File: src/rtl/imem_fetch_ctrl.sv
// Instruction fetch sequencer: owns the PC, reads a zero-latency instruction
// memory, and queues {pc, instr} pairs in a 2-entry buffer for decode.
//
// Decode handshake: if_valid/if_instr/if_pc describe the buffer head; the
// head is consumed on a rising edge where if_valid && if_ready are both high,
// and the head stays stable until it is consumed or flushed by a redirect.
module imem_fetch_ctrl #(
  parameter int          ADDR_WIDTH = 5,
  parameter logic [31:0] RESET_PC   = 32'h0000_0000
) (
  input  logic                  clk,
  input  logic                  rst,
  input  logic                  start,
  input  logic                  halt,
  output logic [ADDR_WIDTH-1:0] imem_addr,
  input  logic [31:0]           imem_data,
  output logic                  if_valid,
  input  logic                  if_ready,
  output logic [31:0]           if_instr,
  output logic [31:0]           if_pc,
  input  logic                  redirect_valid,
  input  logic [31:0]           redirect_pc,
  output logic                  running,
  output logic                  fault,
  output logic [31:0]           fault_pc,
  output logic [1:0]            state_dbg
);

  typedef enum logic [1:0] {
    ST_IDLE  = 2'd0,
    ST_RUN   = 2'd1,
    ST_FAULT = 2'd2
  } state_t;

  state_t      state_q, state_d;
  logic [31:0] pc_q, pc_d;
  logic [1:0]  count_q, count_d;
  logic [31:0] buf0_pc_q, buf0_pc_d, buf0_instr_q, buf0_instr_d;
  logic [31:0] buf1_pc_q, buf1_pc_d, buf1_instr_q, buf1_instr_d;
  logic        fault_q, fault_d;
  logic [31:0] fault_pc_q, fault_pc_d;

  logic        pop;
  logic        fetch;
  logic        redirect;
  logic [1:0]  fill;

  assign imem_addr = pc_q[ADDR_WIDTH+1:2];
  assign if_valid  = (count_q != 2'd0);
  assign if_instr  = if_valid ? buf0_instr_q : 32'h0;
  assign if_pc     = if_valid ? buf0_pc_q : 32'h0;
  assign running   = (state_q == ST_RUN);
  assign fault     = fault_q;
  assign fault_pc  = fault_pc_q;
  assign state_dbg = state_q;

  // A redirect is only honoured outside FAULT; it then overrides push and pop.
  assign redirect = redirect_valid && (state_q != ST_FAULT);
  assign pop      = if_valid && if_ready;
  assign fetch    = (state_q == ST_RUN) && ((count_q != 2'd2) || pop);

  // Next-state: FSM, PC, fetch buffer shift/fill and fault capture.
  always_comb begin
    state_d      = state_q;
    pc_d         = pc_q;
    count_d      = count_q;
    buf0_pc_d    = buf0_pc_q;
    buf0_instr_d = buf0_instr_q;
    buf1_pc_d    = buf1_pc_q;
    buf1_instr_d = buf1_instr_q;
    fault_d      = fault_q;
    fault_pc_d   = fault_pc_q;
    fill         = count_q;

    if (redirect) begin
      count_d = 2'd0;
      if (redirect_pc[1:0] == 2'b00) begin
        pc_d = redirect_pc;
        if ((state_q == ST_RUN) && halt) begin
          state_d = ST_IDLE;
        end
      end else begin
        state_d    = ST_FAULT;
        fault_d    = 1'b1;
        fault_pc_d = redirect_pc;
      end
    end else begin
      // Pop shifts entry 1 into the head slot before any new push lands.
      if (pop) begin
        buf0_pc_d    = buf1_pc_q;
        buf0_instr_d = buf1_instr_q;
        fill         = count_q - 2'd1;
      end
      if (fetch) begin
        if (fill == 2'd0) begin
          buf0_pc_d    = pc_q;
          buf0_instr_d = imem_data;
        end else begin
          buf1_pc_d    = pc_q;
          buf1_instr_d = imem_data;
        end
        fill = fill + 2'd1;
        pc_d = pc_q + 32'd4;
      end
      count_d = fill;

      case (state_q)
        ST_IDLE:  if (start && !halt) state_d = ST_RUN;
        ST_RUN:   if (halt) state_d = ST_IDLE;
        default:  state_d = ST_FAULT;
      endcase
    end
  end

  // State registers with asynchronous reset.
  always_ff @(posedge clk or posedge rst) begin
    if (rst) begin
      state_q      <= ST_IDLE;
      pc_q         <= RESET_PC;
      count_q      <= 2'd0;
      buf0_pc_q    <= 32'h0;
      buf0_instr_q <= 32'h0;
      buf1_pc_q    <= 32'h0;
      buf1_instr_q <= 32'h0;
      fault_q      <= 1'b0;
      fault_pc_q   <= 32'h0;
    end else begin
      state_q      <= state_d;
      pc_q         <= pc_d;
      count_q      <= count_d;
      buf0_pc_q    <= buf0_pc_d;
      buf0_instr_q <= buf0_instr_d;
      buf1_pc_q    <= buf1_pc_d;
      buf1_instr_q <= buf1_instr_d;
      fault_q      <= fault_d;
      fault_pc_q   <= fault_pc_d;
    end
  end

endmodule

File: config.mk
export PLATFORM = sky130hd
export DESIGN_NAME = imem_fetch_ctrl
export DESIGN_NICKNAME = d
export VERILOG_FILES = /design/src/rtl/imem_fetch_ctrl.sv
export SDC_FILE = /design/constraint.sdc
export NUM_CORES = 1
export LEC_CHECK = 0
export BUFFER_PORTS_ARGS = -buffer_cell sky130_fd_sc_hd__buf_2
export CAP_MARGIN = 5
export CORE_MARGIN = 2
export CORE_UTILIZATION = 25
export DETAILED_ROUTE_END_ITERATION = 12
export PLACE_DENSITY = 0.48
export SLEW_MARGIN = 20
export SYNTH_ARGS = -nofsm -noshare
export SYNTH_HDL_FRONTEND = slang
export SYNTH_SLANG_ARGS = --single-unit
File: constraint.sdc
create_clock -name clk -period 8.9 [get_ports clk]
set_input_delay 1.335 -clock clk [delete_from_list [all_inputs] [get_ports clk]]
set_output_delay 1.335 -clock clk [all_outputs]
set_load 0.02 [all_outputs]
# Yosys cells after proc, flatten, opt, wreduce, memory -nomap -nowiden

Index checks and enable logic that the tools add are counted.

Reductions and logical operators: 16
Add/sub/neg operators: 3
Bitwise operators: 3
Muxes and demuxes: 21
Equality and inequality tests: 7

Operators with widths:

| operator                                                            | number |
|---|---|
| 32-bit 2-to-1 mux                                                   | 11 |
| 32-bit by 3-bit adder with 32-bit output (second input constant)    | 1 |
| 2-bit 2-to-1 mux                                                    | 9 |
| 2-bit logical NOT                                                   | 3 |
| 3-bit by 2-bit != test with 1-bit output (second input constant)    | 2 |
| 3-bit AND reduction                                                 | 2 |
| 1-bit logical AND                                                   | 5 |
| 2-bit != test (second input constant)                               | 2 |
| 2-bit case mux with 2 select lines                                  | 1 |
| 2-bit AND reduction                                                 | 2 |
| 2-bit nonzero test                                                  | 2 |
| 3-bit != test (second input constant)                               | 1 |
| 1-bit NOT                                                           | 3 |
| 2-bit by 1-bit adder with 2-bit output (second input constant)      | 1 |
| 2-bit by 1-bit == test with 1-bit output (second input constant)    | 1 |
| 2-bit by 1-bit != test with 1-bit output (second input constant)    | 1 |
| 2-bit by 1-bit subtractor with 2-bit output (second input constant) | 1 |
| 1-bit logical NOT                                                   | 1 |
| 1-bit logical OR                                                    | 1 |

Register bits: 197
Bits of input ports: 70
Output and inout port bits: 106

# Longest topological paths before layout

Depth after elaboration: 7
Mapped depth: 11
Depth with buffers taken out: 9

# Worst setup path after synthesis

No wires, ideal clock.

Kind: in2reg
From: in if_ready
To: reg buf0_pc_q[0]
Slack: 5940 ps
Setup time: 126 ps
Data arrival time: 2834 ps
Stages on the path: 8
Cells stage by stage: nor2b_1 > xnor2_1 > ha_1 > nand2_1 > a21o_1 > buf_6 > buf_6 > a221o_1

Cells in the longest elaborated chain, start to end: 6

RTL lines:

| item                  | RTL line | text |
|---|---|---|
| from (decl)           | 18       | `input logic if_ready,` |
| 1-bit logical AND (*) | 59       | `assign pop = if_valid && if_ready;` |
| 2-bit 2-to-1 mux      | 89       | `if (pop) begin` |
| 2-bit 2-to-1 mux      | 75       | `if (redirect) begin` |
| 2-bit logical NOT     | 95       | `if (fill == 2'd0) begin` |
| 32-bit 2-to-1 mux     | 95       |  |
| 32-bit 2-to-1 mux (*) | 94       | `if (fetch) begin` |
| to (signal assigned)  | 131      | `buf0_pc_q <= buf0_pc_d;` |
| to (decl)             | 38       | `logic [31:0] buf0_pc_q, buf0_pc_d, buf0_instr_q, buf0_instr_d;` |

Mark *: on every way between the ends. The rest lies on a longest branch, timed or not. The select of a mux whose other input is x is not followed.
A chain may end at the register's enable or synchronous reset.

# Final worst setup path

From: reg count_q[0]
To: out if_pc[18]

Cells in the longest elaborated chain, start to end: 2

RTL lines:

| item                   | RTL line | text |
|---|---|---|
| from (decl)            | 37       | `logic [1:0] count_q, count_d;` |
| from (signal assigned) | 130      | `count_q <= count_d;` |
| 2-bit nonzero test     | 49       | `assign if_valid = (count_q != 2'd0);` |
| 32-bit 2-to-1 mux      | 51       | `assign if_pc = if_valid ? buf0_pc_q : 32'h0;` |
| to (decl)              | 20       | `output logic [31:0] if_pc,` |

No other way between the ends.

==> flow_summary.ini <==
[synth]
synth_async_sr_flop_share = 1.00
syn_nets = 858
synth_enable_flop_cells = 0
yosysTopAreaCell = dfrtp_1
ys_seq_area_frac = 0.536
syn_area_um2 = 9200
yosys-top-cells-count = dfrtp_1, mux2_2, and3_1, nor2b_1, a221o_1
synth_flop_cell = dfrtp_1
synth_cell_type_count = 60
yosys-top-cells-area = dfrtp_1, mux2_2, a221o_1, and3_1, nor2b_1
synth_seq_cells = 197
ys_warn_count = 0
yosysMostFrequentCell = dfrtp_1
syn_area_per_cell_um2 = 11.7
synth.top_cell.area_share = 0.536
synth_cells = 784

[sta]
tns_ps = 0
fin_worst_skew_ps = 8.93
slew_viol_final = 0
tightest_slew_ps = 991
hold_ws_ps = 479
min_period_ps = 3610
rsz0062_at_grt = false
setup_viol = 0
max_freq_ghz = 0.277
hold_viol_final = 0
post-route-period-util = 0.406
relSlewSlack = 0.338

[place]
hpwlAfterDp_um = 16700
globalplace.congestion = 0.755
dp_cells = 1371
io_buffer_count = 175
placed_area_um2 = 10400

[floorplan]
core.rowCount = 70
core_area_um2 = 36400
die_w_um = 196
ioPinCount = 176
die_y_um = 196
dieArea_um2 = 38300
initial_core_util = 0.252

[clocking]
clock_path_buffers = 2
clkSlewWorstSetupHoldPaths_ps = 80
cts_sinks = 197
cts_tree = built
htreeDepth = 4
ctsHoldBuffers = 0
postCtsSetupBuffers = 0
cts_resized = 0
clk_latency_ps = 440
clockRootBuffer = clkbuf_16
cts_buffers = 17

[grt]
grt-ovfl-total = 0
grt_pass1_wl_um = 40100
grt_pass1_vias = 6590
antenna_found_initial = 0
grt_max_degree = 131
grtUsageTotal = 0.136

[route]
via_count = 6650
first_pass_iters = 5
wirelength_um = 25500
dr.first_iter.drc_count = 383
drc = 0
viasPerCell = 4.74
wl_per_cell_um = 18.2
ant_nets = 0

[worst_setup_path]
required_ps = 7570
path_max_fanout = 53
crit_arrival_ps = 2280
reg2reg_depth = 8
path_class = flip-flop to output pin
start_kind = flip-flop
cp-end-kind = output pin

[pwr]
leakage_nw = 5.60
power.density_nw_per_um2 = 194
ir_worst_vdd_v = 0.000132

[layout]
stdcell_area_um2 = 11000
instances_no_fill = 1403
nets = 996
areaGrowthSynthToFinish_pct = 19.6
insertedDiodeCount = 0
fillers = 3762
layout-drive-gt1-share = 0.345

[run_status]
status = complete, no violations

[worst_hold_path]
worstHoldPathType = flip-flop to flip-flop
whs_path_depth = 1

[run]
drv_cap = 0
-- placed cells by master (no fill, tap or decap), types with 4 or more instances in the layout --
cell type,count
clkbuf_16,17
inv_1,8
nand3_1,12
nor2_1,27
o21ai_0,11
nor2b_1,66
a21oi_1,27
nand2_1,38
nand4_1,10
and3_1,69
and2_1,5
o211ai_1,4
mux2_1,8
o21a_1,4
dfrtp_1,197
a31oi_1,8
o22ai_1,6
a221o_1,64
inv_6,4
buf_4,10
o22a_1,9
mux2_2,86
buf_2,175
-- final timing paths --
path | slack [ps] | start | end
max reg2reg | 5420 | count_q[0] | buf1_instr_q[4]
min | 480 | fault | fault
min in group asynchronous | 1040 | rst | state_dbg[0]
max in group asynchronous | 6320 | rst | buf1_instr_q[26]
max | 5290 | count_q[0] | if_pc[18]
min reg2reg | 480 | fault | fault
-- metal layers --
metal  GRT usage  up-vias  part of all wire
met5           0        -                 0
met4      0.0297        0            0.0087
met3      0.0320       11             0.046
met2       0.209      154              0.45
met1       0.194     3322              0.50
li1            -     3163                 -
-- logic make-up after synthesis --
family          share of synthesized area
compound gates                      0.135
flops                               0.536
fa+ha+maj                         0.00544
xor+xnor                          0.00286
simple gates                        0.160
buf+inv                            0.0425
mux                                 0.118
-- cell type report --
type                    count  area, um^2  share of cell area
flip-flops and latches    197        4930               0.448
multi-input cells         512        3920               0.356
repair buffers            185         951              0.0865
well taps                 468         586              0.0532
clock buffers              20         457              0.0415
clock inverters            12         119              0.0108
inverters                   9        41.3             0.00375
-- where the power goes --
group,switching (mW),internal [mW]
sequential,0.0387,0.945
clock,0.372,0.406
combinational,0.264,0.110
total,0.675,1.46
-- sequential cells by signal, indices dropped and copies added, names as in the netlist --
signal        cells
count_q           2
buf0_pc_q        32
buf1_instr_q     32
buf0_instr_q     32
buf1_pc_q        32
pc_q             32
fault             1
state_dbg         2
fault_pc         32
-- critical path, stage by stage, from the launching register on --
cell     delay, ps
dfrtp_1        390
inv_1           80
ha_2           390
buf_4          550
nor2b_1        190
buf_2          210
-- metrics by stage --
| stage | utilization | setup WS (ps) | total power [mW] |
|---|---|---|---|
| finish | 0.302 | 5290 | 2.14 |
| global route | 0.302 | 5050 | 2.25 |
| CTS | 0.302 | 5150 | 2.18 |
| detailed placement | 0.286 | 4830 | 1.39 |
| global placement | 0.286 | 4870 | 1.39 |
| floorplan | - | 2200 | 1.26 |
(Power assumes the default switching activity.)
